File: config.mk
export PLATFORM = sky130hd
export DESIGN_NAME = seg_scan_decoder
export DESIGN_NICKNAME = d
export VERILOG_FILES = /design/src/rtl/seg_pkg.sv /design/src/rtl/seg_slot_timer.sv /design/src/rtl/seg_scan_decoder.sv
export SDC_FILE = /design/constraint.sdc
export NUM_CORES = 1
export LEC_CHECK = 0
export BUFFER_PORTS_ARGS = -buffer_cell sky130_fd_sc_hd__clkbuf_2
export CORE_ASPECT_RATIO = 1.4
export CORE_MARGIN = 5
export CORE_UTILIZATION = 58
export CTS_CLUSTER_DIAMETER = 30
export DETAILED_ROUTE_END_ITERATION = 6
export PLACE_DENSITY = 0.79
export SYNTH_ARGS = -nofsm -noshare
export SYNTH_HDL_FRONTEND = slang
export SYNTH_HIERARCHICAL = 1
export SYNTH_SLANG_ARGS = --single-unit
File: constraint.sdc
create_clock -name clk -period 4.1 [get_ports clk]
set_input_delay 0.41 -clock clk [delete_from_list [all_inputs] [get_ports clk]]
set_output_delay 0.41 -clock clk [all_outputs]
set_load 0.005 [all_outputs]
File: src/rtl/seg_pkg.sv
// Shared constants and FSM encoding for the segment scan decoder.
package seg_pkg;

  localparam int NUM_DIGITS    = 8;
  localparam int DIGIT_W       = 4;
  localparam int SLOT_W        = 3;
  localparam int DWELL_DEFAULT = 4;

  typedef enum logic {
    HUNT  = 1'b0,
    TRACK = 1'b1
  } state_t;

endpackage

File: src/rtl/seg_slot_timer.sv
// Phase/slot counter that follows the display driver's digit scan.
// A load marks the current cycle as phase 0 of load_slot, so the
// registered phase resumes at 1 on the following cycle.
module seg_slot_timer
  import seg_pkg::*;
#(
  parameter int DWELL   = DWELL_DEFAULT,
  parameter int PHASE_W = $clog2(DWELL)
) (
  input  logic               clk,
  input  logic               rst,
  input  logic               load,
  input  logic [SLOT_W-1:0]  load_slot,
  input  logic               enable,
  output logic [PHASE_W-1:0] phase,
  output logic [SLOT_W-1:0]  slot,
  output logic               slot_end
);

  assign slot_end = (phase == PHASE_W'(DWELL - 1));

  // Advance phase each enabled cycle; wrap into the next slot at the dwell end.
  always_ff @(posedge clk or posedge rst) begin
    if (rst) begin
      phase <= '0;
      slot  <= '0;
    end else if (load) begin
      phase <= PHASE_W'(1);
      slot  <= load_slot;
    end else if (enable) begin
      if (slot_end) begin
        phase <= '0;
        slot  <= slot + 1'b1;
      end else begin
        phase <= phase + 1'b1;
      end
    end
  end

endmodule

File: src/rtl/seg_scan_decoder.sv
// Recovers the 8-digit frame being scanned out by a segment display driver.
// Locks onto the digit-index transitions, samples each slot mid-dwell and
// publishes a frame only after a complete, error-free pass over slots 0..7.
module seg_scan_decoder
  import seg_pkg::*;
#(
  parameter int DWELL  = DWELL_DEFAULT,
  parameter int SAMPLE = 2
) (
  input  logic                          clk,
  input  logic                          rst,
  input  logic [SLOT_W-1:0]             seg_an,
  input  logic [DIGIT_W-1:0]            seg_data,
  output logic [NUM_DIGITS*DIGIT_W-1:0] output_data,
  output logic [NUM_DIGITS-1:0]         output_valid,
  output logic                          frame_valid,
  output logic                          locked,
  output logic                          sync_err
);

  localparam int PHASE_W = $clog2(DWELL);
  localparam logic [SLOT_W-1:0] LAST_SLOT = SLOT_W'(NUM_DIGITS - 1);

  state_t                        state_q, state_d;
  logic [SLOT_W-1:0]             an_prev;
  logic [NUM_DIGITS-1:0]         sampled, sampled_d;
  logic [NUM_DIGITS*DIGIT_W-1:0] shadow_data, shadow_data_d;
  logic [NUM_DIGITS-1:0]         shadow_valid, shadow_valid_d;
  logic [PHASE_W-1:0]            phase;
  logic [SLOT_W-1:0]             slot;
  logic                          slot_end;

  logic an_edge, in_track, hunt_lock, at_sample;
  logic sample_hit, sample_blank, sample_ok, err, frame_end, publish;

  assign an_edge      = (seg_an != an_prev);
  assign in_track     = (state_q == TRACK);
  assign hunt_lock    = !in_track && an_edge && (seg_an != '0);
  assign at_sample    = in_track && (phase == PHASE_W'(SAMPLE));
  assign sample_hit   = at_sample && (seg_an == slot);
  assign sample_blank = at_sample && (slot != '0) && (seg_an == '0);
  assign sample_ok    = sample_hit || sample_blank;
  // A transition is only legal on phase 0, i.e. exactly on a slot boundary.
  assign err          = in_track && ((an_edge && (phase != '0)) || (at_sample && !sample_ok));
  assign frame_end    = in_track && slot_end && (slot == LAST_SLOT);
  assign publish      = frame_end && !err && (sampled_d == '1);
  assign locked       = in_track;

  seg_slot_timer #(
    .DWELL   (DWELL),
    .PHASE_W (PHASE_W)
  ) u_timer (
    .clk       (clk),
    .rst       (rst),
    .load      (hunt_lock),
    .load_slot (seg_an),
    .enable    (in_track),
    .phase     (phase),
    .slot      (slot),
    .slot_end  (slot_end)
  );

  // Merge this cycle's sample into the shadow frame so a sample on the
  // final phase of slot 7 is still included in the publish.
  always_comb begin
    sampled_d      = sampled;
    shadow_data_d  = shadow_data;
    shadow_valid_d = shadow_valid;
    if (sample_ok) begin
      sampled_d[slot]                             = 1'b1;
      shadow_valid_d[slot]                        = sample_hit;
      shadow_data_d[slot*DIGIT_W +: DIGIT_W]      = sample_hit ? seg_data : '0;
    end
  end

  // Lock state register.
  always_ff @(posedge clk or posedge rst) begin
    if (rst) state_q <= HUNT;
    else     state_q <= state_d;
  end

  // Lock state transitions: acquire on a nonzero index edge, drop on any sync error.
  always_comb begin
    state_d = state_q;
    case (state_q)
      HUNT:    if (hunt_lock) state_d = TRACK;
      TRACK:   if (err)       state_d = HUNT;
      default: state_d = HUNT;
    endcase
  end

  // Edge history, shadow frame, sampled mask and published outputs.
  always_ff @(posedge clk or posedge rst) begin
    if (rst) begin
      an_prev      <= '0;
      sampled      <= '0;
      shadow_data  <= '0;
      shadow_valid <= '0;
      output_data  <= '0;
      output_valid <= '0;
      frame_valid  <= 1'b0;
      sync_err     <= 1'b0;
    end else begin
      an_prev      <= seg_an;
      shadow_data  <= shadow_data_d;
      shadow_valid <= shadow_valid_d;
      if (hunt_lock || err || frame_end) sampled <= '0;
      else                               sampled <= sampled_d;
      frame_valid  <= publish;
      sync_err     <= err;
      if (publish) begin
        output_data  <= shadow_data_d;
        output_valid <= shadow_valid_d;
      end
    end
  end

endmodule

; After elaboration in Yosys (flattened, before gate mapping)
; Cells that the tools add are included.
[word_totals]
out_inout_bits = 43
register_bits = 99
[op_classes]
n_eq_ne = 6
bitwise = 2
n_lt_le_gt_ge = 2
reduce_logical = 28
shift = 2
mux = 18
addsub = 3
[ops]
columns = operator, count
row1 = 5-bit negator with 34-bit output, 1
row2 = "4-bit by 34-bit variable shift with 32-bit output, first input constant", 1
row3 = 4-bit by 34-bit indexed part select with 32-bit output, 1
row4 = 32-bit bitwise mux, 1
row5 = 32-bit 2-to-1 mux, 1
row6 = 8-bit 2-to-1 mux, 3
row7 = 1-bit logical AND, 14
row8 = 3-bit 2-to-1 mux, 3
row9 = 8-bit bitwise mux, 1
row10 = "8-bit == test, second input constant", 1
row11 = 8-bit bitwise OR, 1
row12 = 2-bit 2-to-1 mux, 3
row13 = 2-bit nonzero test, 3
row14 = 3-bit nonzero test, 2
row15 = "2-bit == test, second input constant", 2
row16 = 1-bit logical OR, 4
row17 = "3-bit by 4-bit < comparator with 1-bit output, second input constant", 1
row18 = 4-bit 2-to-1 mux, 1
row19 = "3-bit by 1-bit adder with 3-bit output, second input constant", 1
row20 = 1-bit demux with 3-bit select, 1
row21 = 3-bit == test, 1
row22 = "3-bit == test, second input constant", 1
row23 = "3-bit by 1-bit >= comparator with 1-bit output, second input constant", 1
row24 = 1-bit logical NOT, 3
row25 = other kinds (7), 9

; Depth between registers and ports, before layout
[depth]
word_depth = 12
mapped_depth = 12

; Hierarchy
; The synthesis kept the hierarchy.
[by_module_without_submodules]
columns = mod, instances, area_each_um2, cells_per_inst
row1 = seg_scan_decoder, 1, 4234.1, 310
row2 = seg_slot_timer, 1, 246.5, 24

; Worst setup path before layout
; No wires, ideal clock.
[synth_path]
path_type = flip-flop to flip-flop
startpoint = reg u_timer.slot[1]
endpoint = reg output_data[26]
t_arrival_ns = 2.940
path_slack_ns = 1.035
setup_time_ns = 0.125
t_required_ns = 3.975
stages_incl_launch_ff = 12
cell_sequence = dfrtp_1 -> clkbuf_1 -> buf_2 -> inv_1 -> ha_1 -> ha_1 -> or4_4 -> o31ai_4 -> nand2_4 -> nor4b_4 -> mux2_2 -> mux2_4
[synth_rtl]
columns = item, line_no
row1 = from (decl), seg_slot_timer.sv:16  ; output logic [SLOT_W-1:0] slot,
row2 = from (signal assigned), seg_slot_timer.sv:29  ; slot <= load_slot;
row3 = from (signal assigned), seg_slot_timer.sv:33  ; slot <= slot + 1'b1;
row4 = branches (longest 5 deep; another with 5-bit negator with 34-bit output), -
row5 = 32-bit 2-to-1 mux *, seg_scan_decoder.sv:69  ; if (sample_ok) begin
row6 = via shadow_data_d[26], seg_scan_decoder.sv:27  ; logic [NUM_DIGITS*DIGIT_W-1:0] shadow_data, shadow_data_d;
row7 = to (signal assigned), seg_scan_decoder.sv:112  ; output_data <= shadow_data_d;
row8 = to (decl), seg_scan_decoder.sv:14  ; output logic [NUM_DIGITS*DIGIT_W-1:0] output_data,
; Mark *: on every way through the listed nets, which the timed path passes.
; A chain may end at the register's enable or synchronous reset.

; Worst setup path after layout
[layout_path]
startpoint = reg u_timer.slot[2]
endpoint = reg output_data[0]
[layout_via]
elab_chain_cells = 11
[layout_rtl]
columns = item
row1 = branches (longest 11 deep; another with 3-bit by 4-bit < comparator with 1-bit output)
; Several ways; the timed one is not identified.

==> results.cfg <==
[status]
status = finished clean

[synthesis]
avgSynthCellArea_um2 = 13.4
async_flop_share_pct = 100
synth.distinct_cells = 46
ys.flop_type = dfrtp_1
synth-edff-count = 0
synth_area_mm2 = 0.00448
yosys_register_bits = 99
postSynthCellCount = 334
yosysSeqAreaShare_pct = 55.3
yosys_warnings = 6
synth_fp_nets = 350

[worst_hold_path]
min_path_type = in2reg
holdPathStages = 1

[cts]
clkLatencyLatePin_ps = 370
htreeDepth = 3
cts_buffer_depth = 2
clkTransAtPathRegs_ps = 80
cts_tree = done
root_buffer = clkbuf_8
clock_sinks = 99
numCtsBuffers = 9
cts_resized = 0

[layout]
layout-drive-gt1-share_pct = 36.8
stdcell_count = 494
antenna_cells_inserted = 0
multi_input_area_mm2 = 0.00188
seq_area_mm2 = 0.00248
area_growth_pct = 12.5
final_nets = 406
fillers = 562

[global_routing]
grt_pass1_wl_um = 14700
overflow = 0
grt_use_total_pct = 19.7
antenna_found_initial = 0
grt_max_degree = 59
first_global_vias = 2953

[sta]
fmax_mhz = 327
period_needed_ps = 3060
finalHoldViolCount = 0
finClkSkew_ps = 7.01
post-route-period-util_pct = 74.6
tightestPinTransition_ps = 982
finalSetupViolCount = 0
worst_hold_slack_ps = 254
setup_tns_ps = 0
setup_ws_ps = 1040
rsz0062_at_grt = false
timing.slew.headroom_pct = 34.0
final-max-slew-violation-count = 0

[worst_setup_path]
r2r.worst_path.cells = 9
worstPathArrival_ps = 3310
crit_fanout = 38
cp-end-kind = flip-flop
path_class = reg2reg
start_kind = flip-flop
cp.required_ps = 4350

[floorplan]
num_rows = 38
initial_core_util_pct = 58.5
die_h_um = 114
die_w_um = 84.3
io_pins = 52
core-area_mm2 = 0.00765
dieArea_mm2 = 0.00961

[drt]
vias_per_cell = 5.61
drt_iter0_drc = 162
wl_per_cell_um = 17.7
num_vias = 2770
totalWireLength_um = 8740
drc = 0
ant_nets = 0
dr.pass1.iters = 5

[power_and_ir_drop]
peakVddDrop_mv = 0.309
power_density_mw_per_mm2 = 472
totalPowerFinal_uw = 2380
p_leak_uw = 0.00263

[job]
drv_cap = 0

[placed_design]
pre_cts_slack_ps = 1090
io_buffer_count = 51
dpl.cell_count = 478
dp_hpwl_um = 6200
gp_congestion = 0.883
through the flow:
stage                     util [%]  area (um^2)
after floorplan                  -         4480
after detailed placement      63.2         4840
after global placement        63.2         4840
after global routing          65.9         5040
after CTS                     65.9         5040
final                         65.9         5040
cell usage in the layout (no fill, tap or decap), drive strengths merged, types with 2 or more instances in the layout:
| cell | instances |
|---|---|
| nor2 | 25 |
| inv | 13 |
| a21oi | 7 |
| or3 | 3 |
| o21ai | 9 |
| nor2b | 2 |
| clkinv | 3 |
| o31ai | 3 |
| nand3 | 5 |
| a22o | 5 |
| nor3 | 9 |
| nand4b | 2 |
| mux2 | 65 |
| nand3b | 4 |
| ha | 7 |
| dfrtp | 99 |
| clkbuf | 62 |
| xor2 | 8 |
| mux2i | 7 |
| nand4 | 2 |
| nor4b | 3 |
| nand2 | 25 |
| a31oi | 2 |
| o2bb2ai | 2 |
| a22oi | 2 |
| buf | 6 |
sequential cells by signal, summed over array words and instances (netlist names):
name,count
u_timer/slot,3
sampled,8
shadow_valid,8
sync_err,1
frame_valid,1
output_valid,8
u_timer/phase,2
an_prev,3
shadow_data,32
output_data,32
locked,1
path summary, 6_finish.rpt:
check                                startpoint                to  slack [ps]
worst max-delay path            u_timer/slot[2]    output_data[0]        1040
worst min-delay path                  seg_an[1]        an_prev[1]         250
worst max register to register  u_timer/slot[2]    output_data[0]        1040
worst min register to register   shadow_data[1]    shadow_data[1]         500
max in group asynchronous                   rst   output_data[19]        2340
min in group asynchronous                   rst  u_timer/phase[0]         500
final cells by class:
type	instances	area share, %
sequential	99	49.1
multi-input combinational	208	37.3
clock inverter	4	1.02
tap	100	2.48
timing repair buffer	58	6.15
clock buffer	11	2.80
inverter	14	1.07
power by group:
part	internal (uW)	switching [uW]
clock	295	316
combinational	220	432
sequential	1050	66.6
repair_timing:
action / CTS / global route
hold buffers: 1 / 0
buffers inserted: 0 / 0
endpoints found under the hold margin: 5 / 0
routing by layer:
metal	up-vias	global-route usage (%)	routed length, um
li1	1280	-	-
met5	-	0	0
met3	22	4.77	428
met1	1397	24.4	3680
met2	71	32.1	4370
met4	0	9.87	261
cells in the mapped netlist (all sizes together), types with 3 or more instances:
cell    instances  area share [%]
inv            14             1.2
o21ai           9             1.0
mux2i           7             1.6
clkbuf          3            0.25
nand3b          4            0.67
dfrtp          99              55
a22o            5            0.98
nand2          25             2.3
nor2           25             2.1
nand3           5            0.56
o31ai           3            0.81
ha              7             2.0
or3             3            0.42
a21oi           7            0.78
buf            10             1.7
mux2           65              19
xor2            8             1.6
nor3            9             1.5
nor4b           3             1.6
critical path: stages, from the launching register on:
cell and delay, ps:
dfrtp_1 570, inv_1 110, ha_1 290, or4_4 450, o31ai_4 120, a32oi_1 200, nor3_2 270, nand4b_4 150
buf_4 360, mux2_1 400
cell families after synthesis:
kind of cell / after synthesis / synth area share [%]
adders and majority gates: 7 / 1.95
buffers and inverters: 27 / 3.13
muxes: 72 / 20.9
DFF: 99 / 55.3
and+or+nand+nor: 86 / 11.6
AOI/OAI and AO/OA: 35 / 5.56
xor gates and xnor gates: 8 / 1.56
Power figures use the tool's default switching activity.
